## config.mk

```make
export PLATFORM = sky130hd
export DESIGN_NAME = sram_1p_ctrl_flat
export DESIGN_NICKNAME = d
export VERILOG_FILES = /design/src/rtl/sram_1p_ctrl_if.sv /design/src/rtl/sram_1p_ctrl.sv /design/src/flat_wrapper.sv
export SDC_FILE = /design/constraint.sdc
export NUM_CORES = 1
export LEC_CHECK = 0
export BUFFER_PORTS_ARGS = -buffer_cell sky130_fd_sc_hd__buf_2
export CAP_MARGIN = 30
export CORE_AREA = 5 5 133 135
export CTS_BUF_LIST = sky130_fd_sc_hd__clkbuf_8
export DETAILED_ROUTE_END_ITERATION = 10
export DIE_AREA = 0 0 138 140
export PLACE_DENSITY_LB_ADDON = 0.12
export SETUP_SLACK_MARGIN = 0.3
export SKIP_CTS_REPAIR_TIMING = 1
export SLEW_MARGIN = 20
export SYNTH_ARGS = -nofsm -noshare
export SYNTH_HDL_FRONTEND = slang
export SYNTH_SLANG_ARGS = --single-unit
```

## constraint.sdc

```tcl
create_clock -name CLK -period 2.51 [get_ports CLK]
set_input_delay 0.502 -clock CLK [delete_from_list [all_inputs] [get_ports CLK]]
set_output_delay 0.502 -clock CLK [all_outputs]
set_load 0.01 [all_outputs]
```

## src/rtl/sram_1p_ctrl_if.sv

```systemverilog
// Request/response channels between an initiator and sram_1p_ctrl:
// write and read request channels plus the read response channel.
interface sram_1p_ctrl_if #(
    parameter int DATA_W = 80,
    parameter int ADDR_W = 5
);
    logic              wr_valid;
    logic              wr_ready;
    logic [ADDR_W-1:0] wr_addr;
    logic [DATA_W-1:0] wr_data;
    logic              rd_valid;
    logic              rd_ready;
    logic [ADDR_W-1:0] rd_addr;
    logic              resp_valid;
    logic              resp_ready;
    logic [DATA_W-1:0] resp_data;

    modport master (
        output wr_valid, wr_addr, wr_data,
        input  wr_ready,
        output rd_valid, rd_addr,
        input  rd_ready,
        input  resp_valid, resp_data,
        output resp_ready
    );

    modport slave (
        input  wr_valid, wr_addr, wr_data,
        output wr_ready,
        input  rd_valid, rd_addr,
        output rd_ready,
        output resp_valid, resp_data,
        input  resp_ready
    );
endinterface

```

## src/rtl/sram_1p_ctrl.sv

```systemverilog
// Round-robin write/read front end for a single-port SRAM macro with a held read response.
// Define SRAM_RESET_INIT_EN to add a zero sweep of the whole array after reset.
module sram_1p_ctrl #(
    parameter int DATA_W = 80,
    parameter int DEPTH  = 32,
    parameter int ADDR_W = 5
) (
    input  logic              CLK,
    input  logic              RSTB,
    sram_1p_ctrl_if.slave     bus,
    output logic              init_done,
    output logic              SRAM_CEB,
    output logic              SRAM_WEB,
    output logic [ADDR_W-1:0] SRAM_A,
    output logic [DATA_W-1:0] SRAM_D,
    input  logic [DATA_W-1:0] SRAM_Q
);

    localparam logic [ADDR_W-1:0] ADDR_MASK = ADDR_W'(DEPTH - 1);

    typedef enum logic [0:0] {ST_INIT, ST_RUN} state_t;
    typedef enum logic [0:0] {GR_WR, GR_RD} grant_t;

    state_t            state_reg;
    grant_t            last_grant_reg, last_grant_next;
    logic              inflight_reg, inflight_next;
    logic              hold_valid_reg, hold_valid_next;
    logic [DATA_W-1:0] hold_data_reg, hold_data_next;
    logic [DATA_W-1:0] resp_data_mux;

    logic run_active;
    logic rd_ok;
    logic wr_blocked;
    logic grant_wr;
    logic grant_rd;

`ifdef SRAM_RESET_INIT_EN
    state_t            state_next;
    logic [ADDR_W-1:0] init_cnt_reg, init_cnt_next;

    always_ff @(posedge CLK or negedge RSTB) begin
        if (!RSTB) begin
            state_reg    <= ST_INIT;
            init_cnt_reg <= '0;
        end else begin
            state_reg    <= state_next;
            init_cnt_reg <= init_cnt_next;
        end
    end

    always_comb begin
        state_next    = state_reg;
        init_cnt_next = init_cnt_reg;
        if (state_reg == ST_INIT) begin
            init_cnt_next = init_cnt_reg + ADDR_W'(1);
            if (init_cnt_reg == ADDR_MASK) begin
                state_next = ST_RUN;
            end
        end
    end
`else
    assign state_reg = ST_RUN;
`endif

    always_ff @(posedge CLK or negedge RSTB) begin
        if (!RSTB) begin
            last_grant_reg <= GR_RD;
            inflight_reg   <= 1'b0;
            hold_valid_reg <= 1'b0;
            hold_data_reg  <= '0;
        end else begin
            last_grant_reg <= last_grant_next;
            inflight_reg   <= inflight_next;
            hold_valid_reg <= hold_valid_next;
            hold_data_reg  <= hold_data_next;
        end
    end

    // Readiness is gated by RSTB so nothing reaches the macro while reset is held.
    always_comb begin
        run_active   = (state_reg == ST_RUN) && RSTB;
        rd_ok        = !hold_valid_reg && (!inflight_reg || bus.resp_ready);
        wr_blocked   = bus.rd_valid && rd_ok && (last_grant_reg == GR_WR);
        bus.wr_ready = run_active && !wr_blocked;
        bus.rd_ready = run_active && rd_ok && !(bus.wr_valid && (last_grant_reg == GR_RD));
        grant_wr     = bus.wr_valid && bus.wr_ready;
        grant_rd     = bus.rd_valid && bus.rd_ready;

        SRAM_CEB = 1'b1;
        SRAM_WEB = 1'b1;
        SRAM_A   = '0;
        SRAM_D   = '0;
        if (grant_wr) begin
            SRAM_CEB = 1'b0;
            SRAM_WEB = 1'b0;
            SRAM_A   = bus.wr_addr & ADDR_MASK;
            SRAM_D   = bus.wr_data;
        end else if (grant_rd) begin
            SRAM_CEB = 1'b0;
            SRAM_A   = bus.rd_addr & ADDR_MASK;
        end
`ifdef SRAM_RESET_INIT_EN
        if (RSTB && (state_reg == ST_INIT)) begin
            SRAM_CEB = 1'b0;
            SRAM_WEB = 1'b0;
            SRAM_A   = init_cnt_reg;
            SRAM_D   = '0;
        end
`endif

        last_grant_next = last_grant_reg;
        if (grant_wr) begin
            last_grant_next = GR_WR;
        end else if (grant_rd) begin
            last_grant_next = GR_RD;
        end

        // Q is only valid for one cycle, so a stalled response must be captured now.
        inflight_next   = grant_rd;
        hold_valid_next = hold_valid_reg;
        hold_data_next  = hold_data_reg;
        if (hold_valid_reg) begin
            if (bus.resp_ready) begin
                hold_valid_next = 1'b0;
            end
        end else if (inflight_reg && !bus.resp_ready) begin
            hold_valid_next = 1'b1;
            hold_data_next  = SRAM_Q;
        end
    end

    for (genvar gi = 0; gi < DATA_W; gi++) begin : g_resp_mux
        assign resp_data_mux[gi] = hold_valid_reg ? hold_data_reg[gi] : SRAM_Q[gi];
    end

    assign bus.resp_valid = inflight_reg || hold_valid_reg;
    assign bus.resp_data  = resp_data_mux;
    assign init_done      = (state_reg == ST_RUN);

endmodule

```

## src/flat_wrapper.sv

```systemverilog
// flat-port wrapper written by rule: the top's interface ports become plain ports
module sram_1p_ctrl_flat 
#(
    parameter int DATA_W = 80,
    parameter int DEPTH  = 32,
    parameter int ADDR_W = 5
)
  (CLK, RSTB, init_done, SRAM_CEB, SRAM_WEB, SRAM_A, SRAM_D, SRAM_Q, bus_wr_valid, bus_wr_addr, bus_wr_data, bus_wr_ready, bus_rd_valid, bus_rd_addr, bus_rd_ready, bus_resp_valid, bus_resp_data, bus_resp_ready);
  sram_1p_ctrl_if #(.DATA_W(DATA_W), .ADDR_W(ADDR_W)) bus_i ();
  input  logic CLK;
  input  logic RSTB;
  output logic init_done;
  output logic SRAM_CEB;
  output logic SRAM_WEB;
  output logic [ADDR_W-1:0] SRAM_A;
  output logic [DATA_W-1:0] SRAM_D;
  input  logic [DATA_W-1:0] SRAM_Q;
  input wire logic [$bits(bus_i.wr_valid)-1:0] bus_wr_valid;
  input wire logic [$bits(bus_i.wr_addr)-1:0] bus_wr_addr;
  input wire logic [$bits(bus_i.wr_data)-1:0] bus_wr_data;
  output wire logic [$bits(bus_i.wr_ready)-1:0] bus_wr_ready;
  input wire logic [$bits(bus_i.rd_valid)-1:0] bus_rd_valid;
  input wire logic [$bits(bus_i.rd_addr)-1:0] bus_rd_addr;
  output wire logic [$bits(bus_i.rd_ready)-1:0] bus_rd_ready;
  output wire logic [$bits(bus_i.resp_valid)-1:0] bus_resp_valid;
  output wire logic [$bits(bus_i.resp_data)-1:0] bus_resp_data;
  input wire logic [$bits(bus_i.resp_ready)-1:0] bus_resp_ready;
  assign bus_i.wr_valid = bus_wr_valid;
  assign bus_i.wr_addr = bus_wr_addr;
  assign bus_i.wr_data = bus_wr_data;
  assign bus_wr_ready = bus_i.wr_ready;
  assign bus_i.rd_valid = bus_rd_valid;
  assign bus_i.rd_addr = bus_rd_addr;
  assign bus_rd_ready = bus_i.rd_ready;
  assign bus_resp_valid = bus_i.resp_valid;
  assign bus_resp_data = bus_i.resp_data;
  assign bus_i.resp_ready = bus_resp_ready;
  sram_1p_ctrl #(.DATA_W(DATA_W), .DEPTH(DEPTH), .ADDR_W(ADDR_W)) u_core (.CLK(CLK), .RSTB(RSTB), .bus(bus_i), .init_done(init_done), .SRAM_CEB(SRAM_CEB), .SRAM_WEB(SRAM_WEB), .SRAM_A(SRAM_A), .SRAM_D(SRAM_D), .SRAM_Q(SRAM_Q));
endmodule
```

==> results.cfg <==
[run_status]
status = completed

[worst_setup_path]
worstSetupStartpointType = flip-flop
r2r-end = u_core.hold_data_reg[37]
cp_data_required_time_ns = 2.01
r2r_start = u_core.hold_valid_reg
r2r_cells = 4
cp_slowest_cell = dfrtp_4
ff2ff_setup_slack_ns = 0.74
crit_path_end_kind = output pin
critPathArrivalTime_ns = 1.74
path_cells = nor2b_4 -> a31oi_4 -> clkbuf_16 -> and2_1 -> buf_2
cp-endpoint = SRAM_D[46]
critPathMaxStageDelay_ns = 0.52
cp_max_fo = 40
worstSetupPathType = reg2out
critPathTopFamily = flip-flops
critPathLaunch = u_core.hold_valid_reg
crit_buf_inv = 2
path_depth = 5

[clock_tree]
cts.sinks = 83
htreeDepth = 3
cts_max_path_buffers = 2
numCtsBuffers = 9
insertion_delay_ns = 0.36
cts_tree = yes
root_buffer = clkbuf_8
clk_pin_slew_ns = 0.09

[die]
rows = 47
ios = 346
die_y_um = 140
coreArea_mm2 = 0.0163
die_area_mm2 = 0.0193
die_x_um = 138
start_util = 0.290

[yosys]
netlist.area_leader.share = 0.433
ys_seq_elements = 83
synthCells = 387
syn-num-nets = 562
synth_area_mm2 = 0.00474
synth.yosys.seq_area_share = 0.438
yosys-top-cells-area = dfrtp_1, mux2_2, and2_1
yosys.area.top_type = dfrtp_1
synth.distinct_cells = 24
avgSynthCellArea_um2 = 12.2
synth_warnings = 0

[detailed_routing]
wire_per_inst_um = 18.2
post-route-drc-count = 0
vias = 4210
drtAntennaViolNets = 0
drt_first_pass_iters = 4
via_per_inst = 4.44
drt-total-wl_um = 17300
drtIter0Drc = 89

[global_routing]
grt_pass1_vias = 4539
busiest_layer = met2
antenna_found_initial = 2
grt_max_degree = 82
grt_use_met3 = 0.0562
grt_pass1_wl_um = 26100
met1_usage = 0.186
track_usage = 0.171
grt-ovfl-total = 0
use_met2 = 0.319

[timing]
fin_crit_sh = 0.892
hold_violations = 0
period_minus_slack_ns = 2.24
worstMarginPinSlew_ns = 0.599
rsz0062_at_grt = true
final.setup_skew_ns = 0.00949
tns_ns = 0
max_clock_freq_mhz = 447
maxSlewViolCount = 0
setup_viol = 0
slew_headroom = 0.601

[pwr]
sw_frac_of_total = 0.305
p_sw_mw = 1.30
ir_drop_mv = 0.308
seqPwrFrac = 0.470
combPwrFrac = 0.333
power_density_mw_per_mm2 = 618
power_mw = 4.27
cellLeakagePower_nw = 3.54
power.share.clock = 0.197
p_int_mw = 2.97

[job]
drv_cap = 0

[placement]
gp_congestion = 0.944
dp_hpwl_um = 14000
io_buffer_count = 344

[worst_hold_path]
hold_path.class = in2async

[final_layout]
drive_gt1_frac = 0.725
area_growth_pct = 45.5
num-nets-final = 898
final_common_cell = buf_2
final_cell_mix = buf_2, mux2_2, and2_1, dfrtp_1, nand2_1
largest_reg_flops = 80
fill_cells = 1660
cell families (layout without fill, tap and decap cells):
family                 count (synthesis)  in the layout  share of synthesized area
multiplexers                         160            160                      0.380
AND/OR/NAND/NOR                      104            104                      0.131
flip-flops                            83             83                      0.438
buffers and inverters                 31            372                     0.0346
AO/OA/AOI/OAI                          8              8                     0.0145
other                                  1              2                   0.000791
final cells by class:
cell class / count / area [um2] / share of cell area
Tap cell: 220 / 275 / 0.0399
Antenna cell: 1 / 2.50 / 0.000363
Sequential cell: 83 / 2080 / 0.302
Multi-Input combinational cell: 273 / 2510 / 0.364
Clock buffer: 9 / 124 / 0.0180
Inverter: 3 / 11.3 / 0.00163
Clock inverter: 7 / 37.5 / 0.00544
Timing Repair Buffer: 353 / 1850 / 0.269
worst min-delay path by stage:
stage	startpoint	end	slack (ns)	cells after the start
finish	RSTB	u_core.hold_data_reg[20]	0.15	2
global route	RSTB	u_core.hold_data_reg[38]	0.17	2
CTS	RSTB	u_core.hold_data_reg[20]	0.15	2
detailed placement	u_core.hold_data_reg[52]	u_core.hold_data_reg[52]	0.47	1
global placement	u_core.hold_data_reg[54]	u_core.hold_data_reg[54]	0.46	1
floorplan	RSTB	u_core.hold_data_reg[0]	0.21	0
worst reg2reg max path, cell delays in order (launching register included):
cell     delay (ns)
dfrtp_4        0.52
buf_16         0.21
nor2_4         0.18
buf_12         0.27
mux2_2         0.47
metal layers:
metal / part of all wire / wire (um)
met1: 0.38 / 6500
met2: 0.53 / 9170
met3: 0.080 / 1390
met4: 0.014 / 236
met5: 0.00075 / 13
metrics by stage:
step / cell area [um2] / cells / util / hold slack, ns / worst slack [ns]
after global placement: 6690 / 931 / 0.409 / 0.462 / 0.398
after floorplan: 4740 / 387 / - / 0.206 / 0.620
final: 6900 / 949 / 0.422 / 0.152 / 0.272
after CTS: 6850 / 947 / 0.419 / 0.146 / 0.0369
after global routing: 6900 / 949 / 0.422 / 0.170 / 0.210
after detailed placement: 6690 / 931 / 0.409 / 0.471 / 0.348
synth_stat cells:
| library cell | instances |
|---|---|
| mux2_2 | 152 |
| dfrtp_1 | 82 |
| and2_1 | 81 |
| nand2_1 | 13 |
| buf_2 | 10 |
| buf_4 | 9 |
| clkbuf_1 | 8 |
| mux2_1 | 8 |
| o22ai_1 | 5 |
| inv_1 | 3 |
| nor2_1 | 2 |
| nor2b_1 | 2 |
| a21o_1 | 1 |
| a22o_1 | 1 |
| a31oi_4 | 1 |
| and3_1 | 1 |
| and4b_1 | 1 |
| clkbuf_2 | 1 |
| conb_1 | 1 |
| dfstp_2 | 1 |
| nand2b_2 | 1 |
| nand3_1 | 1 |
| nor2_4 | 1 |
| or2_2 | 1 |
power by group through the flow:
| stage | clock network [mW] | logic [mW] | registers (mW) |
|---|---|---|---|
| 2_1_floorplan | 0 | 0.920 | 1.96 |
| 3_3_place_gp | 0 | 1.41 | 2.00 |
| 3_5_place_dp | 0 | 1.43 | 2.03 |
| 4_1_cts | 0.881 | 1.43 | 2.00 |
| 5_1_grt | 0.929 | 1.56 | 2.06 |
| 6_report | 0.842 | 1.42 | 2.00 |
Power figures use the tool's default switching activity.
